File: src/rtl/fetch_unit_if.sv
// fetch_unit_if: instruction-memory and decode-side handshake bundle for the fetch unit
interface fetch_unit_if #(
  parameter int ADDR_W = 32,
  parameter int DATA_W = 32
);
  logic              imem_req;
  logic [ADDR_W-1:0] imem_addr;
  logic              imem_ack;
  logic [DATA_W-1:0] imem_rdata;
  logic              instr_valid;
  logic              instr_ready;
  logic [DATA_W-1:0] instr_out;
  logic [ADDR_W-1:0] instr_pc;
  modport master (
    output imem_req, imem_addr, instr_valid, instr_out, instr_pc,
    input  imem_ack, imem_rdata, instr_ready
  );
  modport slave (
    input  imem_req, imem_addr, instr_valid, instr_out, instr_pc,
    output imem_ack, imem_rdata, instr_ready
  );
endinterface

File: src/rtl/fetch_unit.sv
// fetch_unit: issues word reads for the PC stream and queues PC-tagged instructions toward decode
module fetch_unit #(
  parameter int DEPTH  = 2,
  parameter int ADDR_W = 32,
  parameter int DATA_W = 32
) (
  input  logic              clk,
  input  logic              reset,
  input  logic [ADDR_W-1:0] pc_in,
  output logic              pc_advance,
  input  logic              redirect,
  fetch_unit_if.master      bus
);
  localparam int CW = $clog2(DEPTH + 1);
  localparam int PW = DEPTH > 1 ? $clog2(DEPTH) : 1;
  typedef enum logic [1:0] {IDLE, WAIT, DISCARD} state_t;
  state_t                     state_q, state_d;
  logic                       req_q, req_d;
  logic [ADDR_W-1:0]          addr_q, addr_d, tag_q, tag_d;
  logic [CW-1:0]              count_q;
  logic [PW-1:0]              wr_q, rd_q;
  logic [ADDR_W+DATA_W-1:0]   mem_q [DEPTH];
  logic                       push, pop, launch;
  logic [CW:0]                fill;
  assign bus.instr_valid = |count_q;
  assign pop    = bus.instr_valid && bus.instr_ready;
  assign push   = state_q == WAIT && bus.imem_ack && !redirect;
  assign fill   = {1'b0, count_q} + (CW+1)'(push) - (CW+1)'(pop);
  // reset gates launch so nothing is requested while the unit is held in reset
  assign launch = reset && !redirect && fill < (CW+1)'(DEPTH) && (state_q == IDLE || push);
  assign pc_advance     = launch;
  assign bus.imem_req   = req_q;
  assign bus.imem_addr  = addr_q;
  assign bus.instr_out  = bus.instr_valid ? mem_q[rd_q][DATA_W-1:0] : '0;
  assign bus.instr_pc   = bus.instr_valid ? mem_q[rd_q][ADDR_W+DATA_W-1:DATA_W] : '0;
  // next state: an ack always closes the outstanding request, a new launch reopens it
  always_comb begin
    state_d = state_q;
    req_d   = req_q;
    addr_d  = addr_q;
    tag_d   = tag_q;
    case (state_q)
      WAIT: begin
        if (bus.imem_ack) begin
          state_d = IDLE;
          req_d   = 1'b0;
        end else if (redirect) state_d = DISCARD;
      end
      DISCARD: begin
        if (bus.imem_ack) begin
          state_d = IDLE;
          req_d   = 1'b0;
        end
      end
      default: ;
    endcase
    if (launch) begin
      state_d = WAIT;
      req_d   = 1'b1;
      addr_d  = {pc_in[ADDR_W-1:2], 2'b00};
      tag_d   = pc_in;
    end
  end
  // request/state registers
  always_ff @(posedge clk or negedge reset) begin
    if (!reset) begin
      state_q <= IDLE;
      req_q   <= 1'b0;
      addr_q  <= '0;
      tag_q   <= '0;
    end else begin
      state_q <= state_d;
      req_q   <= req_d;
      addr_q  <= addr_d;
      tag_q   <= tag_d;
    end
  end
  // FIFO pointers and occupancy; a redirect empties the queue
  always_ff @(posedge clk or negedge reset) begin
    if (!reset) begin
      count_q <= '0;
      wr_q    <= '0;
      rd_q    <= '0;
    end else if (redirect) begin
      count_q <= '0;
      wr_q    <= '0;
      rd_q    <= '0;
    end else begin
      count_q <= count_q + CW'(push) - CW'(pop);
      if (push) wr_q <= wr_q == PW'(DEPTH - 1) ? '0 : wr_q + 1'b1;
      if (pop) rd_q <= rd_q == PW'(DEPTH - 1) ? '0 : rd_q + 1'b1;
    end
  end
  // FIFO storage: PC tag in the upper field, instruction in the lower
  always_ff @(posedge clk) begin
    if (push) mem_q[wr_q] <= {tag_q, bus.imem_rdata};
  end
endmodule
File: src/flat_wrapper.sv
// flat-port wrapper written by rule: the top's interface ports become plain ports
module fetch_unit_flat 
#(
  parameter int DEPTH  = 2,
  parameter int ADDR_W = 32,
  parameter int DATA_W = 32
)
  (clk, reset, pc_in, pc_advance, redirect, bus_imem_req, bus_imem_addr, bus_instr_valid, bus_instr_out, bus_instr_pc, bus_imem_ack, bus_imem_rdata, bus_instr_ready);
  fetch_unit_if #(.ADDR_W(ADDR_W), .DATA_W(DATA_W)) bus_i ();
  input  logic clk;
  input  logic reset;
  input  logic [ADDR_W-1:0] pc_in;
  output logic pc_advance;
  input  logic redirect;
  output wire logic [$bits(bus_i.imem_req)-1:0] bus_imem_req;
  output wire logic [$bits(bus_i.imem_addr)-1:0] bus_imem_addr;
  output wire logic [$bits(bus_i.instr_valid)-1:0] bus_instr_valid;
  output wire logic [$bits(bus_i.instr_out)-1:0] bus_instr_out;
  output wire logic [$bits(bus_i.instr_pc)-1:0] bus_instr_pc;
  input wire logic [$bits(bus_i.imem_ack)-1:0] bus_imem_ack;
  input wire logic [$bits(bus_i.imem_rdata)-1:0] bus_imem_rdata;
  input wire logic [$bits(bus_i.instr_ready)-1:0] bus_instr_ready;
  assign bus_imem_req = bus_i.imem_req;
  assign bus_imem_addr = bus_i.imem_addr;
  assign bus_instr_valid = bus_i.instr_valid;
  assign bus_instr_out = bus_i.instr_out;
  assign bus_instr_pc = bus_i.instr_pc;
  assign bus_i.imem_ack = bus_imem_ack;
  assign bus_i.imem_rdata = bus_imem_rdata;
  assign bus_i.instr_ready = bus_instr_ready;
  fetch_unit #(.DEPTH(DEPTH), .ADDR_W(ADDR_W), .DATA_W(DATA_W)) u_core (.clk(clk), .reset(reset), .pc_in(pc_in), .pc_advance(pc_advance), .redirect(redirect), .bus(bus_i));
endmodule
File: config.mk
export PLATFORM = sky130hd
export DESIGN_NAME = fetch_unit_flat
export DESIGN_NICKNAME = d
export VERILOG_FILES = /design/src/rtl/fetch_unit_if.sv /design/src/rtl/fetch_unit.sv /design/src/flat_wrapper.sv
export SDC_FILE = /design/constraint.sdc
export NUM_CORES = 1
export LEC_CHECK = 0
export BUFFER_PORTS_ARGS = -buffer_cell sky130_fd_sc_hd__buf_2
export CAP_MARGIN = 0
export CORE_ASPECT_RATIO = 0.8
export CORE_UTILIZATION = 48
export DETAILED_ROUTE_END_ITERATION = 10
export GPL_ROUTABILITY_DRIVEN = 0
export GPL_TIMING_DRIVEN = 0
export HOLD_SLACK_MARGIN = 0.08
export PLACE_DENSITY = 0.79
export SYNTH_ARGS = -nofsm -noshare
export SYNTH_HDL_FRONTEND = slang
export SYNTH_SLANG_ARGS = --single-unit
File: constraint.sdc
create_clock -name clk -period 5.4 [get_ports clk]
set_input_delay 0.54 -clock clk [delete_from_list [all_inputs] [get_ports clk]]
set_output_delay 0.54 -clock clk [all_outputs]
set_load 0.01 [all_outputs]
# After elaboration in Yosys (flattened, before gate mapping)
# Memories as Yosys holds them, arrays and structs flattened.
# Index checks and enable logic that the tools add are counted.
dict set report op_classes {
  n_eq_ne 4
  n_reduce_logical 18
  addsub 6
  n_mux 19
  order_cmp 1
}
# operator count
set op_table {}
lappend op_table {{$mux W32} 2}
lappend op_table {{$mux W1} 11}
lappend op_table {{$mux W2} 5}
lappend op_table {{$reduce_bool A2 Y1} 4}
lappend op_table {{$logic_and A1 B1 Y1} 6}
lappend op_table {{$ne A4 B4 Y1 const B} 1}
lappend op_table {{$pmux W2 S2} 1}
lappend op_table {{$reduce_or A2 Y1} 2}
lappend op_table {{$add A2 B1 Y3} 1}
lappend op_table {{$lt A3 B2 Y1 const B} 1}
lappend op_table {{$ne A3 B3 Y1 const B} 1}
lappend op_table {{$reduce_and A3 Y1} 1}
lappend op_table {{$reduce_bool A3 Y1} 1}
lappend op_table {{$sub A3 B1 Y3} 1}
lappend op_table {{$add A1 B1 Y1 const B} 2}
lappend op_table {{$add A2 B1 Y2} 1}
lappend op_table {{$eq A2 B1 Y1 const B} 1}
lappend op_table {{$eq A2 B2 Y1 const B} 1}
lappend op_table {{$logic_not A2 Y1} 1}
lappend op_table {{$reduce_and A2 Y1} 1}
lappend op_table {{$sub A2 B1 Y2} 1}
lappend op_table {{$logic_not A1 Y1} 1}
lappend op_table {{$logic_or A1 B1 Y1} 1}
dict set report totals {
  ff_bits 69
  in_bits 69
  ramBits 128
  memories 1
}
# memory words width rd rd_clocked_by_memory_dff wr line
set memory_table {}
lappend memory_table {u_core.mem_q 2 64 1 0 1 fetch_unit.sv:22} ;# logic [ADDR_W+DATA_W-1:0] mem_q [DEPTH];

# Longest topological paths before layout
# Gate-level depths: netlist of run 1.
dict set report depth {
  ltp_word 10
  mapped_depth 12
  mapped_depth_nobuf 11
}

# Worst setup path after synthesis of run 1
# OpenSTA, ideal clock, no wires.
dict set report synth_path {
  kind {register -> register}
  startpoint {reg u_core.state_q[1]}
  endpoint {mem u_core.mem_q[0][0] (netlist name) (enable)}
  stages_incl_launch_ff 5
  path_buffers 0
  t_arrival_ps 5037
  required_time_ps 4835
  setup_ps 565
  synth_period_minus_slack_ps 5602
  slack_ps -202
  path_cell_list {dfrtp_1 inv_1 ha_1 nand2_1 nor3_1}
}
dict set report synth_via {
  elab_chain_cells 5
}
# item line
set synth_lines {}
lappend synth_lines {{start: declaration} fetch_unit.sv:17} ;# state_t state_q, state_d;
lappend synth_lines {{start signal: assignment} fetch_unit.sv:72} ;# state_q <= state_d;
lappend synth_lines {{$eq A2 B1 Y1} fetch_unit.sv:27} ;# assign push = state_q == WAIT && bus.imem_ack && !redirect;
lappend synth_lines {{$logic_and A1 B1 Y1 (2 in a row)} fetch_unit.sv:27}
lappend synth_lines {{$mux W1} fetch_unit.sv:96} ;# if (push) mem_q[wr_q] <= {tag_q, bus.imem_rdata};
lappend synth_lines {{$mux W1 (implied by the code)} fetch_unit.sv:96}
lappend synth_lines {{end: declaration} fetch_unit.sv:22}
# No other way between the ends.

# Final worst setup path of run 1
dict set report layout_path {
  startpoint {reg u_core.count_q[1]}
  endpoint {out pc_advance}
}
dict set report layout_via {
  elab_chain_cells 6
  word_cells_on_any_way 7
  classes_between {add/sub (2); order compare (1); reduce/logical (4)}
}
# item line
set layout_lines {}
lappend layout_lines {{start: declaration} fetch_unit.sv:20} ;# logic [CW-1:0] count_q;
lappend layout_lines {{start signal: assignment} fetch_unit.sv:89} ;# count_q <= count_q + CW'(push) - CW'(pop);
lappend layout_lines {{branches (longest 2 deep; another with $add A2 B1 Y3)} n/a}
lappend layout_lines {{$sub A3 B1 Y3 *} fetch_unit.sv:28} ;# assign fill = {1'b0, count_q} + (CW+1)'(push) - (CW+1)'(pop);
lappend layout_lines {{$lt A3 B2 Y1 *} fetch_unit.sv:30} ;# assign launch = reset && !redirect && fill < (CW+1)'(DEPTH) && (state_q == IDLE || push);
lappend layout_lines {{$logic_and A1 B1 Y1 * (2 in a row)} fetch_unit.sv:30}
lappend layout_lines {{end: declaration} flat_wrapper.sv:13} ;# output logic pc_advance;
# Mark *: on every way between the ends.

==> impl_metrics.yaml, run 1 <==
timing:
  worstMarginPinSlew_ns: 0.9999
  clock.fmax_mhz: 251.7
  slew_viol_final: 0
  slew_headroom_pct: 33.12
  rsz0062_at_grt: "no"
  skew_ns: 0.01114
  fin_ws_ns: 1.427
  period_needed_ns: 3.973
  setup_tns_ns: 0
  hold_violations: 0
  finalSetupViolCount: 0
  period_share_pct: 73.57
place:
  hpwl_um: 8858
  dp_cells: 762
  dp_slack_ns: 1.822
  portBuffers: 164
drt:
  wirelength_um: 13020
  drcViolationCount: 0
  wl_per_cell_um: 16.40
  drt_pre_antenna_iters: 4
  vias: 3793
  drt_iter0_drc: 190
  antenna_left: 0
  vias_per_cell: 4.777
synth:
  ys_types: 27
  synth_cells: 414
  syn_avg_cell_area_um2: 16.11
  synth_area_leaders: "edfxtp_1 (58%), dfrtp_1 (15%), mux2i_1 (9.6%)"
  ys_ff_latch: 167
  yosys_warnings: 0
  ys_seq_area_share_pct: 72.26
  synth_area_leader_cell: "edfxtp_1"
  synth_top_area_share_pct: 57.63
  synth_area_um2: 6670
power:
  p_comb_share_pct: 33.4
  p_leak_nw: 3.425
  internal_power_mw: 3.086
  switching_power_mw: 1.368
  peakVddDrop_v: 0.0004658
  p_seq_share_pct: 40.2
  power.density_nw_per_um2: 530.6
  p_clk_share_pct: 26.4
  swShare_pct: 30.72
setup_path:
  reg2reg_slack_ns: 2.03
  crit_type: "register to output port"
  cp-start-kind: "register"
  cp_max_fo: 10
  worstSetupPathDepth: 12
  slowest_stage: "nor4_4"
  r2r_cells: 12
  critPathMostFrequentCell: "inv_1"
  crit_family: "simple AND/OR/NAND/NOR gates"
  r2r_end: "u_core.tag_q[23]$_DFFE_PN0P_"
  path_cells: "nor2_1 > inv_1 > and2_1 > ha_1 > inv_1 > ha_1 > inv_1 > fa_1 > nand2_1 > nor4_4 > buf_6 > buf_2"
  crit_arrival_ns: 3.43
  worstReg2RegStart: "u_core.count_q[1]$_DFF_PN0_"
  slowest_delay_ns: 0.70
  path_buf_inv: 5
  worstPathRequired_ns: 4.86
  cp-end-kind: "output port"
hold_path:
  min_path_type: "primary input to async pin"
clock_network:
  clock_path_buffers: 2
  cts-htree-levels: 4
  hold_buffers: 0
  tritoncts: "built"
  cts_root_buf: "clkbuf_16"
  cts.clk_slew.worst_paths_ns: 0.07
  post_cts_buffers: 0
  cts_resized: 0
  numCtsBuffers: 17
  cts.sinks: 167
  clock_latency_ns: 0.42
floorplan:
  dieArea_um2: 14370
  rows: 38
  fp.dieW_um: 133.8
  start_util_pct: 49.22
  num_io_pins: 168
  core_area_um2: 13550
  die_h_um: 107.4
global_routing:
  grt_antenna_before_repair: 1
  grt_pass1_wl_um: 20190
  grt_usage_pct: 19.10
  grt_max_degree: 65
  grt.overflow.total: 0
  grt_pass1_vias: 3936
layout:
  final.fill_count: 1035
  stdcell_count: 794
  mostFrequentLayoutCells: "buf_2 (169), edfxtp_1 (128), nor2_1 (69)"
  syn_to_final_growth_pct: 25.85
  layout_commonest_cell: "buf_2"
  fin_nets: 676
  num_antenna_cells: 0
  drive_gt1_share_pct: 44.30
run:
  drv_cap: 0
run_status:
  status: "finished, final reports clean"
==> state kept, by name, summed over array words and instances (netlist names) <==
| register | count |
|---|---|
| u_core.bus.imem_req | 1 |
| u_core.count_q | 2 |
| u_core.wr_q | 1 |
| u_core.mem_q | 128 |
| u_core.rd_q | 1 |
| u_core.bus.imem_addr | 1 |
| u_core.tag_q | 31 |
| u_core.state_q | 2 |
==> routing by layer <==
metal	global-route usage (%)	share of wire (%)	up-vias
li1	-	-	1819
met1	23.07	43	1836
met3	6.921	7.2	7
met4	6.088	0.42	2
met2	31.90	49	129
met5	0	0.10	-
==> how the worst max path moves through the flow <==
stage                               endpoint                   startpoint  slack (ns)
6_report                          pc_advance  u_core.count_q[1]$_DFF_PN0_        1.43
5_1_grt                           pc_advance  u_core.count_q[1]$_DFF_PN0_        1.18
4_1_cts                           pc_advance  u_core.count_q[1]$_DFF_PN0_        1.37
3_5_place_dp                      pc_advance              bus_instr_ready        1.82
3_3_place_gp   u_core.mem_q[0][27]$_DFFE_PP_                 bus_imem_ack        0.33
2_1_floorplan   u_core.mem_q[0][0]$_DFFE_PP_                     redirect        1.75
==> layout make-up <==
class	instances	area [um2]	share of cell area, %
Clock inverter	8	97.59	1.163
Clock buffer	24	481.7	5.739
Multi-Input combinational cell	191	1496	17.83
Buffer	50	344.1	4.099
Tap cell	180	225.2	2.683
Timing Repair Buffer	167	903.4	10.76
Sequential cell	167	4820	57.42
Inverter	7	26.28	0.3130
==> power groups by stage <==
stage / sequential (mW) / combinational [mW] / clock (mW)
after floorplan: 1.77 / 1.01 / 0
after global placement: 1.79 / 1.46 / 0
after detailed placement: 1.82 / 1.51 / 0
after CTS: 1.79 / 1.52 / 1.19
after global routing: 1.82 / 1.62 / 1.25
final: 1.79 / 1.49 / 1.17
==> synthesized netlist by cell type <==
library cell  instances
and2b_2               1
conb_1                1
inv_1                 7
buf_6                 4
a21oi_1               2
edfxtp_1            128
ha_1                  5
mux2i_1              64
buf_2                 5
clkbuf_1              7
and3b_2               1
nor3_1                1
xor2_1                2
mux2_2               32
buf_1                 2
dfrtp_1              39
and2_1                1
xnor2_1               1
nor2_1               69
o21ai_0               1
and2_2                1
a21o_1                2
nor4_4                1
a211oi_1              1
fa_1                  1
buf_4                32
nand2_1               3
==> per-stage QoR <==
stage	power [mW]	util [%]	hold slack, ns	cell area [um2]
final	4.454	61.95	0.2874	8394
after global routing	4.688	61.95	0.2889	8394
after CTS	4.501	61.95	0.2931	8394
after detailed placement	3.323	57.67	0.4560	7815
after global placement	3.259	57.01	0.4461	7725
after floorplan	2.776	-	0.2444	6679
==> cell families (layout without fill, tap and decap cells) <==
kind of cell    count (synthesis)  count (layout)  share of synthesized area [%]
buf+inv                        57             256                          5.553
fa+ha+maj                       6               6                          1.238
other cells                     1               2                        0.05622
compound gates                  6               6                         0.5627
flops                         167             167                          72.26
mux                            96              96                          15.01
simple gates                   78              78                          4.933
xor+xnor                        3               3                         0.3940
Note: power is estimated with default switching activity, not from simulation.
==> inputs of run 2 (changes only) <==
Clock period 5.4 ns to 3.6 ns, I/O delays scaled along.
==> run 2 against run 1 <==
Worst hold slack lost 0.18 ns. Sequential power grew 50%. Flip-flop and latch count is the same. Die area is the same. Critical path type unchanged. Critical path depth is the same. Core utilization shrank 0.51 points. Global-route usage shrank 0.34 points. Register-to-register slack lost 1.6 ns.
==> impl_metrics.yaml, run 2 (same netlist as run 1, synthesis figures left out) <==
run_status:
  status: "finished, final reports clean"
setup_path:
  path_buf_inv: 5
  slowest_delay_ns: 0.49
  cp-start-kind: "register"
  crit_start: "u_core.count_q[1]$_DFF_PN0_"
  slowest_stage: "fa_1"
  cp_max_fo: 10
  worstReg2RegStart: "u_core.count_q[1]$_DFF_PN0_"
  crit_arrival_ns: 2.99
  worstPathRequired_ns: 3.24
  crit_family: "adder cells"
  critPathMostFrequentCell: "inv_1"
  cp-end-kind: "output port"
  crit_type: "register to output port"
  path_cells: "nor2_1 > inv_1 > and2_1 > ha_1 > inv_1 > ha_1 > inv_1 > fa_1 > nand2_1 > nor4_4 > buf_6 > buf_2"
place:
  hpwl_um: 8757
  portBuffers: 164
  dp_cells: 762
layout:
  fin_nets: 677
  syn_to_final_growth_pct: 24.82
  multi_input_area_um2: 1496
  num_antenna_cells: 0
  mostFrequentLayoutCells: "buf_2 (169), edfxtp_1 (128), nor2_1 (69)"
  final.fill_count: 1067
  top_register: "u_core.mem_q"
  top_regs: "u_core.mem_q: 128 flops, u_core.tag_q: 31 flops"
  register_area_um2: 4820
  layout_commonest_cell: "buf_2"
  stdcell_count: 795
  largest_register_ffs: 128
  drive_gt1_share_pct: 43.58
global_routing:
  grt_usage_pct: 18.76
  grt_pass1_vias: 3868
  grt_pass1_wl_um: 19880
  grt.overflow.total: 0
  grt_antenna_before_repair: 0
  grt_max_degree: 65
timing:
  hold_violations: 0
  setup_tns_ns: 0
  clock.fmax_mhz: 298.9
  slew_viol_final: 0
  skew_ns: 0.009010
  period_needed_ns: 3.346
  slew_headroom_pct: 35.83
  worstMarginPinSlew_ns: 0.9626
  period_share_pct: 92.93
  finalSetupViolCount: 0
  rsz0062_at_grt: "no"
floorplan:
  dieArea_um2: 14370
  start_util_pct: 49.22
  core_area_um2: 13550
  num_io_pins: 168
  rows: 38
  die_h_um: 107.4
  fp.dieW_um: 133.8
clock_network:
  cts_resized: 0
  numCtsBuffers: 17
  cts.sinks: 167
  tritoncts: "built"
  cts.clk_slew.worst_paths_ns: 0.06
  cts-htree-levels: 4
  cts_root_buf: "clkbuf_16"
  hold_buffers: 0
  clock_latency_ns: 0.42
  clock_path_buffers: 2
power:
  switching_power_mw: 2.021
  p_seq_share_pct: 40.7
  p_clk_share_pct: 25.4
  power.density_nw_per_um2: 791.2
  p_leak_nw: 3.398
  p_comb_share_pct: 33.8
  peakVddDrop_v: 0.0005112
  internal_power_mw: 4.566
  swShare_pct: 30.69
drt:
  vias: 3814
  wirelength_um: 12870
  wl_per_cell_um: 16.19
  drt_pre_antenna_iters: 4
  antenna_left: 0
  vias_per_cell: 4.797
  drcViolationCount: 0
  drt_iter0_drc: 209
run:
  drv_cap: 0
hold_path:
  min_path_type: "primary input to async pin"
==> run 2: changes by cell type in the layout (fill, tap and decap cells not counted), moves of 3 or more <==
cell / before / now
clkbuf_8: 3 / 0
clkbuf_1: 11 / 15
buf_16: 3 / 0
buf_8: 0 / 3
==> run 2: final timing paths <==
check / endpoint / slack, ns / cells past startpoint
worst min register to register: u_core.mem_q[0][32]$_DFFE_PP_ / 0.48 / 0
min in group clk: u_core.mem_q[1][4]$_DFFE_PP_ / 0.13 / 1
worst max-delay path: pc_advance / 0.25 / 12
max in group asynchronous: u_core.tag_q[28]$_DFFE_PN0P_ / 2.90 / 1
worst min-delay path: u_core.tag_q[3]$_DFFE_PN0P_ / 0.11 / 1
worst max register to register: u_core.tag_q[20]$_DFFE_PN0P_ / 0.45 / 13
==> run 2: cell type report <==
class,count,share of cell area [%]
flip-flops and latches,167,57.89
multi-input cells,191,17.97
repair buffers,168,10.49
clock buffers,25,5.470
plain buffers,50,4.133
well taps,180,2.705
clock inverters,7,1.022
inverters,7,0.3156
==> run 2: power groups by stage <==
stage | clock [mW] | combinational, mW | sequential (mW)
3_3_place_gp | 0 | 2.19 | 2.69
3_5_place_dp | 0 | 2.25 | 2.72
4_1_cts | 1.71 | 2.27 | 2.69
5_1_grt | 1.79 | 2.42 | 2.72
2_1_floorplan | 0 | 1.51 | 2.65
6_report | 1.68 | 2.23 | 2.68
==> run 2: per-layer routing <==
metal  vias to the layer above  GRT usage [%]  share of wire (%)
met5                         -              0                  0
met2                       137          31.94                 50
li1                       1829              -                  -
met1                      1839          22.25                 43
met4                         0          6.088               0.78
met3                         9          6.591                7.1
==> run 2: per-stage QoR <==
step                utilization (%)  power [mW]  setup WS [ns]  hold WS, ns  instance area (um2)
CTS                           61.44       6.664         0.1621       0.1142                 8325
global route                  61.44       6.934        0.04769       0.1100                 8325
floorplan                         -       4.164         0.5885      0.06441                 6685
finish                        61.44       6.587         0.2544       0.1074                 8325
detailed placement            57.40       4.977         0.1730       0.4627                 7777
global placement              57.05       4.886        0.06858       0.4455                 7731
==> run 2: what timing repair did <==
| action | CTS | global route |
|---|---|---|
| pin swaps | 1 | 1 |
| setup buffers | 1 | 0 |
| setup endpoints to repair | 1 | 1 |
